## config.mk

```make
export PLATFORM = sky130hd
export DESIGN_NAME = divider_nonrestoring
export DESIGN_NICKNAME = d
export VERILOG_FILES = /design/src/rtl/divider_nonrestoring.sv
export SDC_FILE = /design/constraint.sdc
export NUM_CORES = 1
export LEC_CHECK = 0
export ABC_AREA = 0
export CAP_MARGIN = 20
export CORE_MARGIN = 3
export CORE_UTILIZATION = 35
export CTS_BUF_LIST = sky130_fd_sc_hd__clkbuf_8
export DETAILED_ROUTE_END_ITERATION = 16
export PLACE_DENSITY = 0.6
export RECOVER_POWER = 25
export SYNTH_ARGS = -nofsm -noshare
export SYNTH_HDL_FRONTEND = slang
export SYNTH_SLANG_ARGS = --single-unit
```

## constraint.sdc

```tcl
create_clock -name clk -period 3.2 [get_ports clk]
set_clock_uncertainty 0.1 [all_clocks]
set_input_delay 0.64 -clock clk [delete_from_list [all_inputs] [get_ports clk]]
set_output_delay 0.64 -clock clk [all_outputs]
set_load 0.01 [all_outputs]
```

## src/rtl/divider_nonrestoring.sv

```systemverilog
// Sequential sign-magnitude non-restoring divider that produces one quotient bit per clock.
// Define NEG_ZERO_CLEAR_EN to force the sign bit to 0 on any zero-magnitude result.
module divider_nonrestoring #(
  parameter int N = 8
) (
  input  logic         clk,
  input  logic         rst_n,
  input  logic         start,
  input  logic [N-1:0] dividend,
  input  logic         divisor_sign,
  input  logic [N-1:0] divisor_abs,
  input  logic [N-1:0] divisor_minus,
  output logic         busy,
  output logic         done,
  output logic [N-1:0] quotient,
  output logic [N-1:0] remainder,
  output logic         div_by_zero
);

  localparam int M     = N - 1;
  localparam int CNT_W = $clog2(N);

  typedef enum logic [1:0] {IDLE, RUN, FIX, FINISH} state_t;

  state_t             state_q, state_n;
  logic [N-1:0]       x_q, x_n;
  logic               ysign_q, ysign_n;
  logic [N-1:0]       yabs_q, yabs_n;
  logic [N-1:0]       yminus_q, yminus_n;
  logic [N:0]         r_q, r_n;
  logic [M-1:0]       q_q, q_n;
  logic [CNT_W-1:0]   cnt_q, cnt_n;
  logic               busy_n, done_n, dz_n;
  logic [N-1:0]       quot_n, rem_n;

  logic [N:0]         shifted, addend, r_new;
  logic [M-1:0]       r_fix;

  function automatic logic [N-1:0] sign_fix(input logic [N-1:0] v);
`ifdef NEG_ZERO_CLEAR_EN
    if (v[M-1:0] == '0) return '0;
    return v;
`else
    return v;
`endif
  endfunction

  always_comb begin
    state_n  = state_q;
    x_n      = x_q;
    ysign_n  = ysign_q;
    yabs_n   = yabs_q;
    yminus_n = yminus_q;
    r_n      = r_q;
    q_n      = q_q;
    cnt_n    = cnt_q;
    busy_n   = busy;
    done_n   = done;
    dz_n     = div_by_zero;
    quot_n   = quotient;
    rem_n    = remainder;
    shifted  = '0;
    addend   = '0;
    r_new    = '0;
    r_fix    = '0;

    case (state_q)
      IDLE: begin
        done_n = 1'b0;
        if (start) begin
          x_n      = dividend;
          ysign_n  = divisor_sign;
          yabs_n   = divisor_abs;
          yminus_n = divisor_minus;
          busy_n   = 1'b1;
          dz_n     = 1'b0;
          r_n      = '0;
          q_n      = dividend[M-1:0];
          cnt_n    = '0;
          state_n  = (divisor_abs[M-1:0] == '0) ? FINISH : RUN;
        end
      end
      RUN: begin
        // Sign of the pre-shift remainder picks subtract (non-negative) or add (negative).
        shifted = {r_q[N-1:0], q_q[M-1]};
        addend  = r_q[N] ? {yabs_q[N-1], yabs_q} : {yminus_q[N-1], yminus_q};
        r_new   = shifted + addend;
        r_n     = r_new;
        q_n     = {q_q[M-2:0], ~r_new[N]};
        cnt_n   = cnt_q + 1'b1;
        if (cnt_q == CNT_W'(M - 1)) state_n = FIX;
      end
      FIX: begin
        // Only the magnitude bits of the corrected remainder are kept.
        r_fix   = r_q[M-1:0] + (r_q[N] ? yabs_q[M-1:0] : '0);
        quot_n  = sign_fix({x_q[N-1] ^ ysign_q, q_q});
        rem_n   = sign_fix({x_q[N-1], r_fix});
        done_n  = 1'b1;
        busy_n  = 1'b0;
        state_n = IDLE;
      end
      FINISH: begin
        quot_n  = sign_fix({x_q[N-1] ^ ysign_q, {M{1'b1}}});
        rem_n   = sign_fix(x_q);
        dz_n    = 1'b1;
        done_n  = 1'b1;
        busy_n  = 1'b0;
        state_n = IDLE;
      end
      default: state_n = IDLE;
    endcase
  end

  always_ff @(posedge clk or negedge rst_n) begin
    if (!rst_n) begin
      state_q     <= IDLE;
      x_q         <= '0;
      ysign_q     <= 1'b0;
      yabs_q      <= '0;
      yminus_q    <= '0;
      r_q         <= '0;
      q_q         <= '0;
      cnt_q       <= '0;
      busy        <= 1'b0;
      done        <= 1'b0;
      div_by_zero <= 1'b0;
      quotient    <= '0;
      remainder   <= '0;
    end else begin
      state_q     <= state_n;
      x_q         <= x_n;
      ysign_q     <= ysign_n;
      yabs_q      <= yabs_n;
      yminus_q    <= yminus_n;
      r_q         <= r_n;
      q_q         <= q_n;
      cnt_q       <= cnt_n;
      busy        <= busy_n;
      done        <= done_n;
      div_by_zero <= dz_n;
      quotient    <= quot_n;
      remainder   <= rem_n;
    end
  end

endmodule

```

* Word-level counts from Yosys, hierarchy flattened
Index checks and enable logic that the tools add are counted.
Word-level totals: bits in read-only memories 0, logic and storage cells 55, bits in registers 65, latch bits 0, input bits 28, memories 0, memory bits (writable) 0
Operators by class: div/mod/pow operators 0, magnitude comparators 0, equality and inequality tests 6, shift-type cells 0, reductions and logical operators 12, $add $sub $neg 3, $mul 0, bitwise gates (word level) 2, multiplexer cells 19
Operators by type and width (number):
- $pmux 8 s2 | 2
- $mux 9 | 2
- $pmux 9 s2 | 1
- $mux 7 | 2
- $pmux 7 s2 | 1
- $reduce_and 2->1 | 5
- $add 9x9->9 | 1
- $reduce_bool 2->1 | 4
- $add 7x7->7 | 1
- $logic_not 7->1 | 1
- $mux 2 | 3
- $pmux 1 s2 | 3
- $pmux 2 s3 | 1
- $pmux 3 s2 | 1
- $eq 2x2->1 const B | 2
- $ne 2x2->1 const B | 2
- $add 3x1->3 const B | 1
- $eq 3x3->1 const B | 1
- $mux 3 | 1
- $eq 2x1->1 const B | 1
- $logic_not 2->1 | 1
- $mux 1 | 2
- $reduce_or 2->1 | 1
- $not 1->1 | 1
- $xor 1x1->1 | 1

* Longest topological paths before layout
Gate-level depths: netlist of the first run.
depth in word-level cells 4, gate-level depth with buffers 10, mapped depth without buffers 9

* Least setup slack after synthesis of the first run
OpenSTA, ideal clock, no wires.
path type register to register, start point register r_q[8], end point register r_q[8], clock period less this slack 2477 ps, arrival 2256 ps, slack 723 ps, library setup time 122 ps, stages on the path, launching flop included 11, data required time 2978 ps, path through dfrtp_1 clkbuf_1 and2_1 a21o_1 ha_1 inv_1 fa_1 nand2b_1 a211oi_1 o21ai_0 a32o_1
On the way: word-level cells in the longest chain between the ends 3
RTL lines:
- start: declaration | RTL line 30 | logic [N:0] r_q, r_n;
- start signal: assignment | RTL line 135 | r_q <= r_n;
- $mux 9 | RTL line 86 | addend = r_q[N] ? {yabs_q[N-1], yabs_q} : {yminus_q[N-1], yminus_q};
- $add 9x9->9 | RTL line 87 | r_new = shifted + addend;
- $pmux 9 s2 | RTL line 67 | case (state_q)
No other way between the ends. A chain may end at the register's enable or synchronous reset.

* Final worst setup path of the first run
Ends and elaborated chain as after synthesis.

==> impl_metrics.toml, run 1 <==
[run_status]
status = "finished with violations"
violations = "capacitance limit, slew limit"

[drt]
drc = 0
drt_iter0_drc = 169
drt-vias-per-instance = 5.17
ant_nets = 0
post_drt_wl_per_cell_um = 15.7
num_vias = 2516
firstDrtPassIters = 4
finalWirelength_mm = 7.67

[grt]
antenna_found_initial = 0
busiest_layer = "met2"
use_met3 = 0.0478
use_met2 = 0.222
track_usage = 0.146
grt_max_degree = 36
grt.overflow.total = 0
grtUsageMet1 = 0.203
grt_first_pass_wirelength_mm = 12.6
grt_pass1_vias = 2416

[logic_synthesis]
synthesis.nets = 351
synth_seq_cells = 65
synth_edf_count = 0
ys_types = 50
synth_area_mm2 = 0.00336
async_flop_share = 1.00
synth_cells = 305
synthFlopType = "dfrtp_1"
synth_seq_area_share = 0.485
yosys_warnings = 0
postSynthAreaPerCell_um2 = 11.0

[worst_setup_path]
end_kind = "register"
required_ns = 3.33
cp-start-kind = "register"
path_cells = "inv_1 -> a21o_1 -> ha_1 -> inv_1 -> fa_1 -> nand2b_1 -> a211oi_1 -> o21ai_0 -> a32o_1"
path_class = "register to register"
path_common_cell = "inv_1"
slowest_stage = "dfrtp_1"
crit_fanout = 6
cpPeakStageDelay_ns = 0.41
cp.arrival_ns = 2.69

[power]
ir_drop_mv = 0.504
p_per_area_mw_per_mm2 = 1140
leakage_nw = 1.79

[place]
placed_area_mm2 = 0.00395
hpwl_mm = 5.56
io_buffer_count = 46
place_ws_ns = 0.662
gp_congestion = 0.906

[final_layout]
fin_area_mm2 = 0.00417
fin_nets = 399
n_fill_cell = 901
drive_gt1_frac = 0.156
area_delta_synth_final_pct = 24.1
final_util = 0.449
n_antenna_cell = 0

[timing]
fmax_mhz = 390
finalSetupViolations = 0
hold_viol = 0
slew-limit-headroom = -0.300
hold_slack_ns = 0.388
period_share = 0.801
slew_viol_final = 35
tns_ns = 0
tightestPinTransition_ns = 1.95
rsz0062_at_grt = "no"
layout_setup_ws_ns = 0.638
finalCriticalPeriod_ns = 2.56

[cts]
ctsHoldBuffers = 0
cts-resized-gates = 0
cts_max_level = 3
clk_pin_slew_ns = 0.08
cts_inserted_buffers = 9
clockBufferDepth = 2
post_cts_buffers = 0
cts_tree = "done"
cts_root_buffer = "clkbuf_8"
clkLatencyLatePin_ns = 0.34
cts.sinks = 65

[hold_path]
min_path_type = "register to register"

[flow_run]
cap_violations = 1

[floorplan]
dieHeight_um = 104
dieArea_mm2 = 0.0108
ios = 47
num_rows = 35
die_x_um = 104
initial_core_util = 0.362
placeableCoreArea_mm2 = 0.00928
[registers in the layout, summed over array words and instances, names as in the netlist]
name,count
busy,1
cnt_q,3
div_by_zero,1
done,1
q_q,7
quotient,8
r_q,9
remainder,8
state_q,2
x_q,8
yabs_q,8
yminus_q,8
ysign_q,1
[worst max-delay path: cells and delay by family, from the launching register on]
kind                     cells  cell delay (ns)
flip-flops                   1             0.41
adder cells (fa/ha/maj)      2             0.57
buffers and inverters        2             0.24
AND/OR/NAND/NOR              1             0.19
AO/OA/AOI/OAI                4             0.93
[synth_stat cells, types with 6 or more instances]
cell type | number | area, um2
a21o_1 | 11 | 82.6
a21oi_1 | 20 | 100
and2_1 | 6 | 37.5
buf_2 | 7 | 35.0
dfrtp_1 | 65 | 1630
ha_1 | 16 | 200
inv_1 | 11 | 41.3
mux2_2 | 25 | 282
nand2_1 | 16 | 60.1
nor2_1 | 15 | 56.3
o21ai_0 | 18 | 90.1
o22a_1 | 7 | 61.3
o22ai_1 | 12 | 75.1
[routing by layer]
| layer | wire, um | part of all wire |
|---|---|---|
| met5 | 0 | 0 |
| met2 | 3580 | 0.47 |
| met1 | 3670 | 0.48 |
| met4 | 26 | 0.0034 |
| met3 | 389 | 0.051 |
[kinds of logic after synthesis]
kind of cell             count (synthesis)  synth area share
AO/OA/AOI/OAI                           95             0.195
multiplexers                            29            0.0973
flip-flops                              65             0.485
AND/OR/NAND/NOR                         64            0.0943
buffers and inverters                   28            0.0417
adder cells (fa/ha/maj)                 18            0.0716
XOR/XNOR                                 6            0.0157
[cell usage in the layout (no fill, tap or decap), types with 4 or more instances in the layout]
cell type,n
o22a_1,7
buf_4,7
nand2_1,16
xnor2_1,4
ha_1,16
a21o_1,11
o21ai_0,18
and2_1,6
dfrtp_1,65
a211oi_1,5
o22ai_1,12
nor2_1,15
clkdlybuf4s50_1,45
clkbuf_8,9
nand3_1,5
nand2b_1,5
inv_1,12
mux2_2,25
a21oi_1,20
[cell type report]
type                       count  area (um2)  share of cell area
tap                          129         161              0.0388
clock buffer                   9         124              0.0297
clock inverter                 7        95.1              0.0228
timing repair buffer          54         527               0.126
multi-input combinational    212        1590               0.382
sequential                    65        1630               0.391
inverter                      11        41.3             0.00991
[final timing paths]
kind,startpoint,end,slack (ns),cells after the start
worst max-delay path,r_q[8]$_DFFE_PN0P_,r_q[8]$_DFFE_PN0P_,0.64,9
worst min-delay path,remainder[4]$_DFFE_PN0N_,remainder[4]$_DFFE_PN0N_,0.39,1
worst max register to register,r_q[8]$_DFFE_PN0P_,r_q[8]$_DFFE_PN0P_,0.64,9
worst min register to register,remainder[4]$_DFFE_PN0N_,remainder[4]$_DFFE_PN0N_,0.39,1
max in group asynchronous,rst_n,r_q[4]$_DFFE_PN0P_,1.13,1
min in group asynchronous,rst_n,quotient[4]$_DFFE_PN0N_,0.73,1
[metrics by stage]
stage	std cells	total power, mW
2_1_floorplan	305	3.29
3_3_place_gp	471	3.95
3_5_place_dp	471	3.98
4_1_cts	487	4.77
5_1_grt	487	5.13
6_report	487	4.74
[power breakdown]
group | leakage, nW | internal, mW | switching, mW
combinational | 0.932 | 1.21 | 1.24
sequential | 0.757 | 1.23 | 0.297
clock | 0.103 | 0.438 | 0.325
(Power assumes the default switching activity.)
==> inputs of run 2 (changes only) <==
- PLACE_DENSITY: 0.6 -> 0.62
- clock period: 3.2 -> 2.2 ns (I/O delays scaled with it)
==> impl_metrics.toml, run 2 (synthesis gave the netlist of run 1 again) <==
[run_status]
status = "finished with violations"
violations = "setup timing"

[final_layout]
largest_reg_flops = 9
regMostFlops = "r_q"
area_delta_synth_final_pct = 41.2
layout_commonest_cell = "dfrtp_1"
fin_nets = 445
mostFrequentLayoutCells = "dfrtp_1 (65), clkdlybuf4s50_1 (45), buf_4 (44)"
drive_gt1_frac = 0.317
n_fill_cell = 848
n_antenna_cell = 0

[timing]
fmax_mhz = 423
period_share = 1.08
layout_setup_ws_ns = -0.165
slew_viol_final = 0
slew-limit-headroom = 0.359
hold_viol = 0
tns_ns = -0.542
tightestPinTransition_ns = 0.961
finalSetupViolations = 5
rsz0062_at_grt = "yes"
hold_slack_ns = 0.397
finalCriticalPeriod_ns = 2.37

[grt]
grt_first_pass_wirelength_mm = 13.6
antenna_found_initial = 0
grt.overflow.total = 0
track_usage = 0.158
grt_pass1_vias = 2760
grt_max_degree = 35

[place]
hpwl_mm = 6.14
gp_congestion = 0.878
io_buffer_count = 46

[drt]
drc = 0
drt-vias-per-instance = 5.10
num_vias = 2716
drt_iter0_drc = 84
finalWirelength_mm = 8.35
firstDrtPassIters = 4
post_drt_wl_per_cell_um = 15.7
ant_nets = 0

[power]
ir_drop_mv = 0.747
power_mw = 8.46
leakage_nw = 2.06
p_per_area_mw_per_mm2 = 1790

[floorplan]
dieArea_mm2 = 0.0108
dieHeight_um = 104
num_rows = 35
placeableCoreArea_mm2 = 0.00928
ios = 47
die_x_um = 104
initial_core_util = 0.362

[hold_path]
hold_depth = 1
min_path_type = "register to register"

[cts]
cts_inserted_buffers = 9
cts_root_buffer = "clkbuf_8"
clkLatencyLatePin_ns = 0.35
cts_tree = "done"
clockBufferDepth = 2
clk_pin_slew_ns = 0.08
cts.sinks = 65
cts_max_level = 3

[flow_run]
cap_violations = 0

[worst_setup_path]
end_kind = "register"
path_class = "register to register"
reg2reg_depth = 10
crit_fanout = 3
cp.arrival_ns = 2.49
cp-start-kind = "register"
required_ns = 2.33
run 2: cell types whose count changed in the layout (fill, tap and decap cells not counted), moves of 3 or more:
| cell | before | now |
|---|---|---|
| o21ai_0 | 18 | 12 |
| ha_1 | 16 | 10 |
| buf_6 | 0 | 4 |
| a21oi_4 | 0 | 3 |
| ha_4 | 0 | 5 |
| inv_1 | 12 | 9 |
| buf_4 | 7 | 44 |
| a211oi_1 | 5 | 1 |
| o21ai_1 | 0 | 5 |
| a21oi_1 | 20 | 17 |
run 2: area by class of cell:
type | instances | area [um2] | area share
Clock buffer | 10 | 138 | 0.0290
Clock inverter | 6 | 90.1 | 0.0190
Inverter | 11 | 48.8 | 0.0103
Multi-Input combinational cell | 212 | 1780 | 0.376
Sequential cell | 65 | 1630 | 0.343
Tap cell | 129 | 161 | 0.0340
Timing Repair Buffer | 100 | 895 | 0.189
run 2: what timing repair did:
item,4_1_cts,5_1_grt
endpoints found under the setup margin,10,11
hold buffers,1,0
gates resized for setup,23,16
setup buffers,6,4
pin swaps,15,12
endpoints found under the hold margin,15,0
run 2: path summary, 6_finish.rpt:
check	from	slack, ns	endpoint
max	r_q[8]$_DFFE_PN0P_	-0.17	r_q[8]$_DFFE_PN0P_
max in group asynchronous	rst_n	0.25	yabs_q[3]$_DFFE_PN0P_
min reg2reg	quotient[1]$_DFFE_PN0N_	0.40	quotient[1]$_DFFE_PN0N_
max reg2reg	r_q[8]$_DFFE_PN0P_	-0.17	r_q[8]$_DFFE_PN0P_
min	quotient[1]$_DFFE_PN0N_	0.40	quotient[1]$_DFFE_PN0N_
min in group asynchronous	rst_n	0.66	quotient[5]$_DFFE_PN0N_
run 2: per-stage QoR:
step / area [um2] / std cells / setup WS (ns) / utilization
after detailed placement: 4270 / 506 / -0.203 / 0.460
after global routing: 4740 / 533 / -0.246 / 0.511
final: 4740 / 533 / -0.165 / 0.511
after CTS: 4660 / 529 / -0.128 / 0.502
after global placement: 4270 / 506 / -0.133 / 0.460
after floorplan: 3400 / 305 / -0.106 / -
run 2: metal layers:
layer | global-route usage | vias to the layer above | part of all wire | routed length (um)
met5 | 0 | - | 0 | 0
met4 | 0.0532 | 0 | 0.016 | 133
met3 | 0.0447 | 13 | 0.047 | 392
met2 | 0.258 | 73 | 0.50 | 4140
met1 | 0.201 | 1319 | 0.44 | 3690
li1 | - | 1311 | - | -
run 2: worst max-delay path: stages (launching register included):
cell,delay (ns)
dfrtp_1,0.41
buf_6,0.13
and2_4,0.13
a21o_1,0.15
ha_2,0.18
inv_2,0.06
fa_2,0.22
nand2b_4,0.18
a211oi_4,0.08
or3_1,0.37
a32o_1,0.25
run 2: where the power goes:
| part | internal [mW] | switching [mW] | leakage (nW) |
|---|---|---|---|
| registers | 1.79 | 0.468 | 0.757 |
| clock network | 0.673 | 0.490 | 0.113 |
| logic | 2.76 | 2.29 | 1.19 |
| total | 5.22 | 3.25 | 2.06 |
==> variant 1: new RTL, settings of run 2 <==
Register the input `dividend` before use, with the module's reset. The logic sees it one clock later. The other inputs are not delayed to match.
--- a/src/rtl/divider_nonrestoring.sv
+++ b/src/rtl/divider_nonrestoring.sv
@@ -22,4 +22,14 @@
 
   typedef enum logic [1:0] {IDLE, RUN, FIX, FINISH} state_t;
+
+  logic [N-1:0] dividend_q;
+
+  always_ff @(posedge clk or negedge rst_n) begin
+    if (!rst_n) begin
+      dividend_q <= '0;
+    end else begin
+      dividend_q <= dividend;
+    end
+  end
 
   state_t             state_q, state_n;
@@ -69,5 +79,5 @@
         done_n = 1'b0;
         if (start) begin
-          x_n      = dividend;
+          x_n      = dividend_q;
           ysign_n  = divisor_sign;
           yabs_n   = divisor_abs;
@@ -76,5 +86,5 @@
           dz_n     = 1'b0;
           r_n      = '0;
-          q_n      = dividend[M-1:0];
+          q_n      = dividend_q[M-1:0];
           cnt_n    = '0;
           state_n  = (divisor_abs[M-1:0] == '0) ? FINISH : RUN;
Check against the original RTL: not equivalent (a bounded check fails within 4 cycles, from zero or initial values and one cycle with rst_n low).
==> variant 1 against run 2 <==
The run still ends with setup timing left. Routed wire length shrank 6.9%. Final cell count shrank 3.8%. Total power shrank 12%. Count of clock-buffer cells in the layout shrank 1. Die area grew 1.6%. Design area shrank 4.0%. Setup slack gained 0.066 ns. Area after synthesis grew 1.7%. Sequential cell count grew 8. Critical path depth shrank 2. Critical path type unchanged. Highest routed layer unchanged.
==> variant 1: results (changes against run 2) <==
[metrics] Worst path top cell family by delay: compound AO/OA/AOI/OAI gates (was simple AND/OR/NAND/NOR gates)
[metrics] Internal Dissipation: 4.75 mW (was 5.22 mW)
[metrics] register area share after synthesis: 0.535 (was 0.485)
[metrics] pin count of the biggest net entering global routing: 31 (was 35)
[metrics] RR Endpoint: remainder[6] (was r_q[8])
[metrics] share of total power in sequential cells: 0.319 (was 0.267)
[metrics] met1 track demand over resource in global routing: 0.201 (about the same)
[metrics] violated checks: setup timing (unchanged)
[metrics] met3 capacity usage during global routing: 0.0377 (was 0.0447)
[metrics] non-filler cells in the finished layout: 513 (was 533)
[metrics] M1 wire length: 3640 um (was 3690 um)
[metrics] final estimated routing congestion in global placement: 0.795 (was 0.878)
[metrics] proportion of final cell area spent on non-clock buffers: 0.157 (was 0.189)
[metrics] area of combinational cells with multiple inputs: 1570 sq um (was 1780 sq um)
[metrics] post-layout worst setup margin: -0.0996 ns (was -0.165 ns)
[metrics] leading post-synthesis cells by cell area: dfrtp_1 53%, mux2_2 6.3%, ha_1 5.9% (was dfrtp_1 48%, mux2_2 8.4%, ha_1 6.0%)
[metrics] total length of routed met3 wires: 315 um (was 392 um)
[metrics] met2 track demand over resource in global routing: 0.240 (was 0.258)
[metrics] share of post-route cells with drive strength above 1: 0.221 (was 0.317)
[metrics] result of the run: finished with violations (unchanged)
[metrics] maximum vdd ir drop: 550 uV (was 747 uV)
[metrics] highest-delay cell along the critical path: dfrtp_2 (was dfrtp_1)
[metrics] nonclk buf count: 81 (was 100)
[metrics] total global routing track utilization: 0.149 (was 0.158)
[metrics] top fanout value on the critical path: 6 (was 3)
[metrics] Finish-stage setup viols: 3 (was 5)
[metrics] DRC marker count from the first detailed-route iteration: 118 (was 84)
[metrics] share of the final layout cell area in sequential cells: 0.401 (was 0.343)
[metrics] Sink Count: 73 (was 65)
[variant 1: cell types whose count changed in the layout (fill, tap and decap cells not counted), moves of 4 or more]
| cell | before | now |
|---|---|---|
| buf_4 | 44 | 33 |
| clkdlybuf4s50_1 | 45 | 37 |
| dlygate4sd3_1 | 1 | 9 |
| dfrtp_1 | 65 | 72 |
| mux2_1 | 1 | 8 |
| mux2_2 | 25 | 19 |
| buf_6 | 4 | 0 |
| nand2_1 | 16 | 20 |
| o21ai_0 | 12 | 16 |
[variant 1: logic make-up (layout without fill, tap and decap cells)]
kind of cell | after synthesis | count (layout) | share of synthesized area
AOI/OAI and AO/OA | 93 | 93 | 0.173
xor gates and xnor gates | 9 | 9 | 0.0231
adders and majority gates | 18 | 18 | 0.0704
muxes | 29 | 29 | 0.0949
buffers and inverters | 22 | 106 | 0.0271
DFF | 73 | 73 | 0.535
and+or+nand+nor | 56 | 56 | 0.0766
==> variant 2: new RTL, flow settings as in run 2 <==
Made on the original files. Build with the macro `NEG_ZERO_CLEAR_EN` defined.
--- a/src/rtl/divider_nonrestoring.sv
+++ b/src/rtl/divider_nonrestoring.sv
@@ -1,4 +1,6 @@
 // Sequential sign-magnitude non-restoring divider that produces one quotient bit per clock.
 // Define NEG_ZERO_CLEAR_EN to force the sign bit to 0 on any zero-magnitude result.
+`define NEG_ZERO_CLEAR_EN
+
 module divider_nonrestoring #(
   parameter int N = 8
Formal check against the unedited RTL: not equivalent (Yosys sat finds a counterexample within 4 cycles, from zero or initial values and one cycle with rst_n low).
==> variant 2 against run 2 <==
The run still ends with setup timing left. Routed wire length down 0.32%. Sequential cell count unchanged. Setup slack better by 0.0058 ns. Area after synthesis up 1.8%. Design area up 1.3%. Clock power up 17%. Total power down 0.72%. Global-route usage down 0.36 points. Largest cell class unchanged. Largest power group unchanged.
==> variant 2: results (changes against run 2) <==
[metrics] result of the run: finished with violations (unchanged)
[metrics] violated checks: setup timing (unchanged)
[metrics] worst slew margin relative to its limit: 0.420 (was 0.359)
[metrics] placement-stage worst setup slack: -0.153 ns (was -0.203 ns)
[metrics] Via Count: 2832 (was 2716)
[metrics] Pleak: 2.18 nW (was 2.06 nW)
[metrics] number of distinct library cells after synthesis: 49 (was 50)
[metrics] total length of routed met3 wires: 282 um (was 392 um)
[metrics] register area share after synthesis: 0.476 (was 0.485)
[metrics] highest-delay cell along the critical path: dfrtp_2 (was dfrtp_1)
[metrics] met1 track demand over resource in global routing: 0.205 (was 0.201)
[metrics] data arrival time at the worst-slack endpoint: 2.54 ns (was 2.49 ns)
[metrics] maximum vdd ir drop: 641 uV (was 747 uV)
[metrics] Post-DP Area: 4280 sq um (was 4270 sq um)
[metrics] share of post-route cells with drive strength above 1: 0.235 (was 0.317)
[metrics] non-filler cells in the finished layout: 584 (was 533)
[metrics] final estimated routing congestion in global placement: 0.816 (was 0.878)
[metrics] DRC marker count from the first detailed-route iteration: 158 (was 84)
[metrics] count of placed standard cells including taps: 561 (was 506)
[metrics] top fanout value on the critical path: 7 (was 3)
[metrics] total length of routed wires: 8330 um (was 8350 um)
[metrics] setup_tns: -0.534 ns (was -0.542 ns)
[metrics] met2 track demand over resource in global routing: 0.256 (was 0.258)
[metrics] post-layout net count: 496 (was 445)
[metrics] Filler Cells Inserted: 881 (was 848)
[metrics] Crit path largest cell delay: 0.47 ns (was 0.41 ns)
[metrics] Biggest register: r_q (unchanged)
[metrics] total global routing track utilization: 0.154 (was 0.158)
[metrics] Finish-stage setup viols: 5 (unchanged)
[metrics] number of inserted diodes: 0 (unchanged)
[metrics] post-layout worst setup margin: -0.160 ns (was -0.165 ns)
[metrics] M1 wire length: 3800 um (was 3690 um)
[metrics] pin count of the biggest net entering global routing: 66 (was 35)
[metrics] final non-filler cell area: 4800 sq um (was 4740 sq um)
[metrics] leading post-synthesis cells by cell area: dfrtp_1 48%, nand2_1 11%, ha_1 5.9% (was dfrtp_1 48%, mux2_2 8.4%, ha_1 6.0%)
[metrics] post-detail-place hpwl: 6060 um (was 6140 um)
[metrics] wire length of the first global-routing pass: 13700 um (was 13600 um)
[metrics] met3 capacity usage during global routing: 0.0278 (was 0.0447)
[metrics] post-synthesis average cell area: 9.31 sq um (was 11.0 sq um)
[metrics] ranking of synthesized cells by instance count: 101 x nand2_1, 65 x dfrtp_1, 16 x ha_1 (was 65 x dfrtp_1, 25 x mux2_2, 20 x a21oi_1)
[metrics] via count of the first global-routing pass: 2883 (was 2760)
variant 2: final cells by class:
cell class              instances  area share
clock inverters                 7      0.0294
multi-input cells             270       0.391
repair buffers                 89       0.169
flip-flops and latches         65       0.339
well taps                     129      0.0336
inverters                      15      0.0122
clock buffers                   9      0.0258
variant 2: final timing paths:
kind / from / endpoint / slack [ns] / cells past startpoint
setup / recovery: r_q[8] / q_q[0] / -0.16 / 8
hold / removal: x_q[2] / x_q[2] / 0.38 / 2
setup reg to reg: r_q[8] / q_q[0] / -0.16 / 8
hold reg to reg: x_q[2] / x_q[2] / 0.38 / 2
max in group asynchronous: rst_n / r_q[8] / 0.63 / 3
min in group asynchronous: rst_n / ysign_q / 0.73 / 3
variant 2: report_power, final:
group          switching [mW]  internal (mW)
Clock                   0.484          0.872
Combinational            2.25           2.50
Sequential              0.513           1.78
Total                    3.25           5.15
variant 2: repair_timing:
item | CTS | global route
pin swaps | 9 | 21
resized for setup | 13 | 29
setup endpoints to repair | 10 | 12
endpoints found under the hold margin | 1 | 0
setup buffers | 2 | 4
hold buffers | 1 | 0
variant 2: worst max-delay path, delay by kind of cell (launching register included):
kind	cells	cell delay, ns
adder cells (fa/ha/maj)	1	0.36
flip-flops	1	0.47
AND/OR/NAND/NOR	2	0.33
multiplexers	1	0.25
AO/OA/AOI/OAI	3	0.63
buffers and inverters	1	0.16
variant 2: cell families (layout without fill, tap and decap cells):
logic type               after synthesis  after routing  synth area share
AO/OA/AOI/OAI                         72             72             0.145
XOR/XNOR                              10             10            0.0256
adder cells (fa/ha/maj)               18             18            0.0703
buffers and inverters                 32            120            0.0414
flip-flops                            65             65             0.476
multiplexers                          11             11            0.0359
AND/OR/NAND/NOR                      159            159             0.206
